<file path="src/rtl/cpu_mem_pkg.sv">
// cpu_mem_pkg: shared types for the unified instruction/data memory arbiter.
// Arbiter state and owner enums, memory latency limits, counter load helper.
package cpu_mem_pkg;

    typedef enum logic [1:0] {
        IDLE,
        ISSUE,
        WAIT,
        RESP
    } arb_state_t;

    typedef enum logic {
        OWN_IF,
        OWN_D
    } owner_t;

    localparam int MEM_LAT_MIN = 1;
    localparam int MEM_LAT_MAX = 15;

    // Counter preload for a given read latency, clamped to the legal range.
    function automatic logic [3:0] lat_load(input int lat);
        int l;
        l = lat;
        if (l < MEM_LAT_MIN) l = MEM_LAT_MIN;
        if (l > MEM_LAT_MAX) l = MEM_LAT_MAX;
        return 4'(l - 1);
    endfunction

endpackage

</file>
<file path="src/rtl/mem_lat_cnt.sv">
// mem_lat_cnt: loadable 4-bit down-counter with zero flag (memory latency).
// Ports: clk, rst, load/load_val preset, dec step, zero flag.
module mem_lat_cnt (
    input  logic       clk,
    input  logic       rst,
    input  logic       load,
    input  logic [3:0] load_val,
    input  logic       dec,
    output logic       zero
);

    logic [3:0] cnt_q;

    always_ff @(posedge clk or posedge rst) begin
        if (rst) begin
            cnt_q <= 4'd0;
        end else if (load) begin
            cnt_q <= load_val;
        end else if (dec && cnt_q != 4'd0) begin
            cnt_q <= cnt_q - 4'd1;
        end
    end

    assign zero = (cnt_q == 4'd0);

endmodule

</file>
<file path="src/rtl/unified_mem_arbiter.sv">
// unified_mem_arbiter: shares one fixed-latency memory between fetch and data.
// Ports: if_* fetch side, d_* data side, mem_* memory macro, pipe_stall.
// Option: define ARB_FAIR_EN to bound data grants while a fetch waits.
module unified_mem_arbiter
    import cpu_mem_pkg::*;
#(
    parameter int AW      = 32,
    parameter int DW      = 32,
    parameter int MEM_LAT = 1,
    parameter int STREAK  = 4
) (
    input  logic          clk,
    input  logic          rst,
    input  logic          if_req,
    input  logic [AW-1:0] if_addr,
    input  logic          if_flush,
    output logic          if_ready,
    output logic [DW-1:0] if_rdata,
    input  logic          d_req,
    input  logic          d_we,
    input  logic [AW-1:0] d_addr,
    input  logic [DW-1:0] d_wdata,
    output logic          d_ready,
    output logic [DW-1:0] d_rdata,
    output logic          mem_en,
    output logic          mem_we,
    output logic [AW-1:0] mem_addr,
    output logic [DW-1:0] mem_wdata,
    input  logic [DW-1:0] mem_rdata,
    output logic          pipe_stall
);

    localparam logic [3:0] LAT_LD = lat_load(MEM_LAT);

    arb_state_t state_q, state_d;
    owner_t     owner_q;
    logic       we_q;
    logic       kill_q;
    logic       grant_d, grant_if;
    logic       force_if;
    logic       fetch_ok;
    logic       cnt_zero;
    logic       capture;
    logic       unused_streak;

    assign unused_streak = (STREAK != 0);
    assign fetch_ok      = if_req & ~if_flush;

`ifdef ARB_FAIR_EN
    localparam logic [7:0] STREAK_MAX = 8'(STREAK);
    logic [7:0] streak_q;

    always_ff @(posedge clk or posedge rst) begin
        if (rst) begin
            streak_q <= 8'd0;
        end else if (grant_if) begin
            streak_q <= 8'd0;
        end else if (grant_d && if_req && streak_q != STREAK_MAX) begin
            streak_q <= streak_q + 8'd1;
        end
    end

    assign force_if = fetch_ok & (streak_q >= STREAK_MAX);
`else
    assign force_if = 1'b0;
`endif

    always_comb begin
        grant_d  = 1'b0;
        grant_if = 1'b0;
        if (state_q == IDLE) begin
            if (force_if) begin
                grant_if = 1'b1;
            end else if (d_req) begin
                grant_d = 1'b1;
            end else if (fetch_ok) begin
                grant_if = 1'b1;
            end
        end
    end

    always_comb begin
        state_d = state_q;
        unique case (state_q)
            IDLE:    if (grant_d || grant_if) state_d = ISSUE;
            ISSUE:   state_d = WAIT;
            WAIT:    if (cnt_zero) state_d = RESP;
            RESP:    state_d = IDLE;
            default: state_d = IDLE;
        endcase
    end

    // The final WAIT cycle (count 0) is the one where mem_rdata is valid.
    assign capture = (state_q == WAIT) && cnt_zero;

    mem_lat_cnt u_lat_cnt (
        .clk      (clk),
        .rst      (rst),
        .load     (state_q == ISSUE),
        .load_val (LAT_LD),
        .dec      (state_q == WAIT),
        .zero     (cnt_zero)
    );

    always_ff @(posedge clk or posedge rst) begin
        if (rst) begin
            state_q   <= IDLE;
            owner_q   <= OWN_IF;
            we_q      <= 1'b0;
            kill_q    <= 1'b0;
            mem_addr  <= '0;
            mem_wdata <= '0;
            if_rdata  <= '0;
            d_rdata   <= '0;
        end else begin
            state_q <= state_d;
            if (grant_d) begin
                owner_q   <= OWN_D;
                we_q      <= d_we;
                mem_addr  <= d_addr;
                mem_wdata <= d_wdata;
            end else if (grant_if) begin
                owner_q  <= OWN_IF;
                we_q     <= 1'b0;
                mem_addr <= if_addr;
            end
            if (state_q == IDLE) begin
                kill_q <= 1'b0;
            end else if (owner_q == OWN_IF && if_flush &&
                         (state_q == ISSUE || state_q == WAIT)) begin
                kill_q <= 1'b1;
            end
            if (capture) begin
                if (owner_q == OWN_IF) begin
                    if (!kill_q && !if_flush) if_rdata <= mem_rdata;
                end else if (!we_q) begin
                    d_rdata <= mem_rdata;
                end
            end
        end
    end

    always_comb begin
        mem_en   = 1'b0;
        mem_we   = 1'b0;
        if_ready = 1'b0;
        d_ready  = 1'b0;
        unique case (1'b1)
            (state_q == ISSUE): begin
                mem_en = 1'b1;
                mem_we = we_q;
            end
            (state_q == RESP): begin
                if_ready = (owner_q == OWN_IF) & ~kill_q & ~if_flush;
                d_ready  = (owner_q == OWN_D);
            end
            default: ;
        endcase
    end

    assign pipe_stall = (if_req & ~if_ready) | (d_req & ~d_ready);

endmodule
</file>
<file path="config.mk">
export PLATFORM = sky130hd
export DESIGN_NAME = unified_mem_arbiter
export DESIGN_NICKNAME = d
export VERILOG_FILES = /design/src/rtl/cpu_mem_pkg.sv /design/src/rtl/mem_lat_cnt.sv /design/src/rtl/unified_mem_arbiter.sv
export SDC_FILE = /design/constraint.sdc
export NUM_CORES = 1
export LEC_CHECK = 0
export BUFFER_PORTS_ARGS = -buffer_cell sky130_fd_sc_hd__buf_2
export CORE_UTILIZATION = 30
export DETAILED_ROUTE_END_ITERATION = 12
export PLACE_DENSITY = 0.59
export SKIP_CTS_REPAIR_TIMING = 1
export SYNTH_ARGS = -nofsm -noshare
export SYNTH_HDL_FRONTEND = slang
export SYNTH_SLANG_ARGS = --single-unit
</file>
<file path="constraint.sdc">
create_clock -name clk -period 6.5 [get_ports clk]
set_input_delay 0.325 -clock clk [delete_from_list [all_inputs] [get_ports clk]]
set_output_delay 0.325 -clock clk [all_outputs]
set_load 0.01 [all_outputs]
</file>
==> report_table.html <==
<table>
<tr><th>Metric</th><th>Value</th></tr>
<tr><th colspan="2">Status</th></tr>
<tr><td>Outcome</td><td>finished, final reports clean</td></tr>
<tr><th colspan="2">Logic synthesis</th></tr>
<tr><td>Number of standard cells after synthesis</td><td>367</td></tr>
<tr><td>Fraction of post-synthesis cell area in the top cell type by area</td><td>0.593</td></tr>
<tr><td>Sequential area share after synthesis</td><td>0.593</td></tr>
<tr><td>Cell with the most instances after synthesis</td><td>sky130_fd_sc_hd__mux2_2</td></tr>
<tr><td>Number of library cell types mapped by synthesis</td><td>32</td></tr>
<tr><td>Ys Warns</td><td>0</td></tr>
<tr><td>Yosys reg bits</td><td>137</td></tr>
<tr><td>Number of synthesized flops with an enable pin</td><td>0</td></tr>
<tr><td>Cell Area, Synth</td><td>between 5000 and 6000 um2</td></tr>
<tr><td>Ys async rst share</td><td>1.00</td></tr>
<tr><td>Commonest cells in the synthesized netlist</td><td>sky130_fd_sc_hd__mux2_2, sky130_fd_sc_hd__dfrtp_1, sky130_fd_sc_hd__mux2_4</td></tr>
<tr><td>Most frequently used flop master after synthesis</td><td>sky130_fd_sc_hd__dfrtp_1</td></tr>
<tr><td>Average footprint of a synthesized cell</td><td>15.8 um2</td></tr>
<tr><td>Cell accounting for the most synthesized area</td><td>sky130_fd_sc_hd__dfrtp_1</td></tr>
<tr><td>Main area contributors after synthesis</td><td>sky130_fd_sc_hd__dfrtp_1, sky130_fd_sc_hd__mux2_2, sky130_fd_sc_hd__mux2_4</td></tr>
<tr><td>Net count of the mapped netlist</td><td>~510</td></tr>
<tr><th colspan="2">Drt</th></tr>
<tr><td>Avg WL per Cell</td><td>14.3 um</td></tr>
<tr><td>Avg Vias per Cell</td><td>~4.4</td></tr>
<tr><td>Drc violations</td><td>0</td></tr>
<tr><td>Detailed-routing iteration count for the pre-antenna-repair pass</td><td>4</td></tr>
<tr><td>Total vias in the final route</td><td>4001</td></tr>
<tr><td>Number of DRC markers after the initial detailed-route iteration</td><td>71</td></tr>
<tr><td>Overall routed net length</td><td>13.0 mm</td></tr>
<tr><td>Detail Route Antenna Nets</td><td>0</td></tr>
<tr><th colspan="2">Setup path</th></tr>
<tr><td>Peak fanout along the critical path</td><td>66</td></tr>
<tr><td>Crit. End Element</td><td>register</td></tr>
<tr><td>Launching element type of the critical path</td><td>register</td></tr>
<tr><td>R2r worst-path depth</td><td>6</td></tr>
<tr><td>Worst reg2reg path endpoint</td><td>mem_addr[26]</td></tr>
<tr><td>Reg2Reg Setup Slack</td><td>3910 ps</td></tr>
<tr><td>WS Path Type</td><td>register to register</td></tr>
<tr><td>WP data required</td><td>6780 ps</td></tr>
<tr><td>Critical path capture point</td><td>mem_addr[26]</td></tr>
<tr><td>Worst setup path start</td><td>state_q[0]</td></tr>
<tr><td>Data arrival time at the worst-slack endpoint</td><td>2870 ps</td></tr>
<tr><td>Startpoint of the worst-slack reg-to-reg timing path</td><td>state_q[0]</td></tr>
<tr><th colspan="2">Clocking</th></tr>
<tr><td>Buffer depth of the longest clock path</td><td>2</td></tr>
<tr><td>Number of H-tree levels</td><td>4</td></tr>
<tr><td># clock sinks</td><td>137</td></tr>
<tr><td>Clock slew at the register clock pins of the worst setup and hold paths</td><td>60 ps</td></tr>
<tr><td>CTS tree</td><td>done</td></tr>
<tr><td>Number of CTS-inserted buffers</td><td>17</td></tr>
<tr><td>Root buffer cell</td><td>sky130_fd_sc_hd__clkbuf_16</td></tr>
<tr><td>Clk_lat worst skew</td><td>between 400 and 500 ps</td></tr>
<tr><th colspan="2">Final layout</th></tr>
<tr><td>Synth-to-layout area growth</td><td>37.7%</td></tr>
<tr><td>Final Instance Area</td><td>7970 um2</td></tr>
<tr><td>Fill cell count</td><td>approximately 1.8k</td></tr>
<tr><td>Share of post-route cells with drive strength above 1</td><td>0.718</td></tr>
<tr><td>Count of nets after finishing</td><td>approximately 780</td></tr>
<tr><th colspan="2">Place</th></tr>
<tr><td>Placed Area</td><td>~7400 um2</td></tr>
<tr><td>Dpl hpwl</td><td>9.48 mm</td></tr>
<tr><td>Number of buffer cells added on primary ports</td><td>about 270</td></tr>
<tr><td>Pre-CTS worst setup slack</td><td>3810 ps</td></tr>
<tr><td>Final weighted congestion in routability-driven placement</td><td>between 0.7 and 0.8</td></tr>
<tr><th colspan="2">Floorplan</th></tr>
<tr><td>DIE AREA</td><td>19800 um2</td></tr>
<tr><td>Height of the chip</td><td>141 um</td></tr>
<tr><td># IOs</td><td>267</td></tr>
<tr><td>Core area</td><td>18800 um2</td></tr>
<tr><td>Initial core utilization</td><td>0.307</td></tr>
<tr><td>Number of placement rows</td><td>50</td></tr>
<tr><td>DIE WIDTH</td><td>141 um</td></tr>
<tr><th colspan="2">Run</th></tr>
<tr><td>Maximum Capacitance Violations</td><td>0</td></tr>
<tr><th colspan="2">STA</th></tr>
<tr><td>Min Clock Period, post-route</td><td>2590 ps</td></tr>
<tr><td>Setup repair after global routing missed its margin</td><td>false</td></tr>
<tr><td>Worst setup slack after layout</td><td>3910 ps</td></tr>
<tr><td>Least-Margin Pin Slew</td><td>1020 ps</td></tr>
<tr><td>Final setup violating endpoints</td><td>0</td></tr>
<tr><td>Final period util</td><td>0.399</td></tr>
<tr><td>Worst-case clock skew</td><td>10.9 ps</td></tr>
<tr><td>Worst max-slew margin expressed relative to the limit</td><td>0.322</td></tr>
<tr><td>Number of max-slew violations in the final report</td><td>0</td></tr>
<tr><td>Setup TNS</td><td>0 ps</td></tr>
<tr><td>Final hold violation count</td><td>0</td></tr>
<tr><td>Max Clk Rate</td><td>between 0.3 and 0.4 GHz</td></tr>
<tr><th colspan="2">Power</th></tr>
<tr><td>Switching portion of total power</td><td>0.323</td></tr>
<tr><td>Cell Pwr Density</td><td>roughly 500 nW/um2</td></tr>
<tr><td>Maximum vdd drop</td><td>175 uV</td></tr>
<tr><td>Internal power contribution</td><td>0.00266 W</td></tr>
<tr><td>Net switching power</td><td>0.00126 W</td></tr>
<tr><td>Proportion of power drawn by combinational gates</td><td>0.382</td></tr>
<tr><td>Power share of the sequential group</td><td>0.377</td></tr>
<tr><td>Clock share of power</td><td>0.242</td></tr>
<tr><td>Leak</td><td>3.99 nW</td></tr>
<tr><td>Total Power</td><td>0.00392 W</td></tr>
<tr><th colspan="2">Global route</th></tr>
<tr><td>Via count of the first global-routing pass</td><td>4181</td></tr>
<tr><td>Number of antenna violations at the first check in global routing</td><td>1</td></tr>
<tr><td>Global-route wire length before repair</td><td>20.4 mm</td></tr>
<tr><td>Maximum number of pins on one net before global-route repair</td><td>80</td></tr>
<tr><td>Overflow left after global routing</td><td>0</td></tr>
<tr><td>GRT Util Overall</td><td>0.133</td></tr>
<tr><th colspan="2">Worst hold path</th></tr>
<tr><td>Classification of the worst-slack hold path</td><td>input port to register</td></tr>
</table>
## worst min-delay path by stage
| stage | start | endpoint | slack [ps] | cells after the start |
|---|---|---|---|---|
| after floorplan | d_req | owner_q | 450 | 2 |
| after global placement | rst | mem_wdata[8] | 410 | 2 |
| after detailed placement | rst | mem_wdata[7] | 410 | 2 |
| after CTS | rst | mem_wdata[6] | -40 | 2 |
| after global routing | d_wdata[18] | mem_wdata[18] | 120 | 2 |
| final | d_wdata[24] | mem_wdata[24] | 140 | 2 |
## cells by family after synthesis
group                      count (synthesis)  share of synthesized area
muxes                                    163                      0.330
DFF                                      137                      0.593
buffers and inverters                     27                     0.0247
and+or+nand+nor                           21                     0.0225
AOI/OAI and AO/OA                         12                     0.0151
adders and majority gates                  7                     0.0151
## per-stage QoR
step | std cells | util | hold slack (ps)
2_1_floorplan | 367 | - | 452
3_3_place_gp | 878 | 0.391 | 410
3_5_place_dp | 878 | 0.391 | 415
4_1_cts | 909 | 0.422 | -38.6
5_1_grt | 910 | 0.423 | 125
6_report | 911 | 0.423 | 137
## metal layers
metal  global-route usage  share of wire  up-vias
met5                    0              0        -
met4               0.0555          0.015        0
met3               0.0431          0.066       15
met2                0.242           0.53      156
met1                0.140           0.39     1984
li1                     -              -     1846
## placed cells by master, fill, tap and decap left out, drive strengths merged
cell type	Yosys	final
diode	0	1
mux2i	2	2
mux2	161	161
nand2	3	3
a21oi	3	3
nor2	5	5
nand3b	1	1
or3	1	1
nor4b	1	1
o21a	1	1
clkinvlp	0	4
bufinv	0	2
a31o	1	1
o22a	1	1
and2	3	3
dfrtp	137	137
clkinv	0	4
buf	18	269
a311oi	1	1
a32o	1	1
nand4b	1	1
clkbuf	0	18
a32oi	1	1
nor2b	1	1
o22ai	1	1
ha	7	7
or3b	2	2
nand3	1	1
nor3	1	1
a211oi	1	1
inv	9	12
a31oi	1	1
and2b	1	1
dlygate4sd3	0	1
## power by group through the flow
stage	clock (W)	combinational, W	sequential, W
after floorplan	0	0.000732	0.00167
after global placement	0	0.00149	0.00147
after detailed placement	0	0.00153	0.00149
after CTS	0.000977	0.00153	0.00148
after global routing	0.00101	0.00162	0.00153
final	0.000948	0.00150	0.00148
## critical path, cell delays in order, from the launching register on
cell	delay, ps
sky130_fd_sc_hd__dfrtp_1	390
sky130_fd_sc_hd__inv_1	100
sky130_fd_sc_hd__ha_1	270
sky130_fd_sc_hd__nand2_4	690
sky130_fd_sc_hd__o21a_1	240
sky130_fd_sc_hd__buf_4	380
sky130_fd_sc_hd__mux2_2	390
## flip-flops by register name (all words and copies together), names as in the netlist
signal and flops:
state_q 2, if_rdata 32, mem_wdata 32, d_rdata 32, u_lat_cnt.cnt_q 4, owner_q 1, kill_q 1, mem_addr 32
we_q 1
## area by class of cell
cell class,instances,area (um2),share of cell area
flip-flops and latches,137,3430,0.430
multi-input cells,203,2220,0.279
diodes,1,2.50,0.000314
inverters,9,38.8,0.00487
clock inverters,13,144,0.0181
repair buffers,270,1360,0.171
clock buffers,18,439,0.0551
well taps,260,325,0.0408
Note: power is estimated with default switching activity, not from simulation.
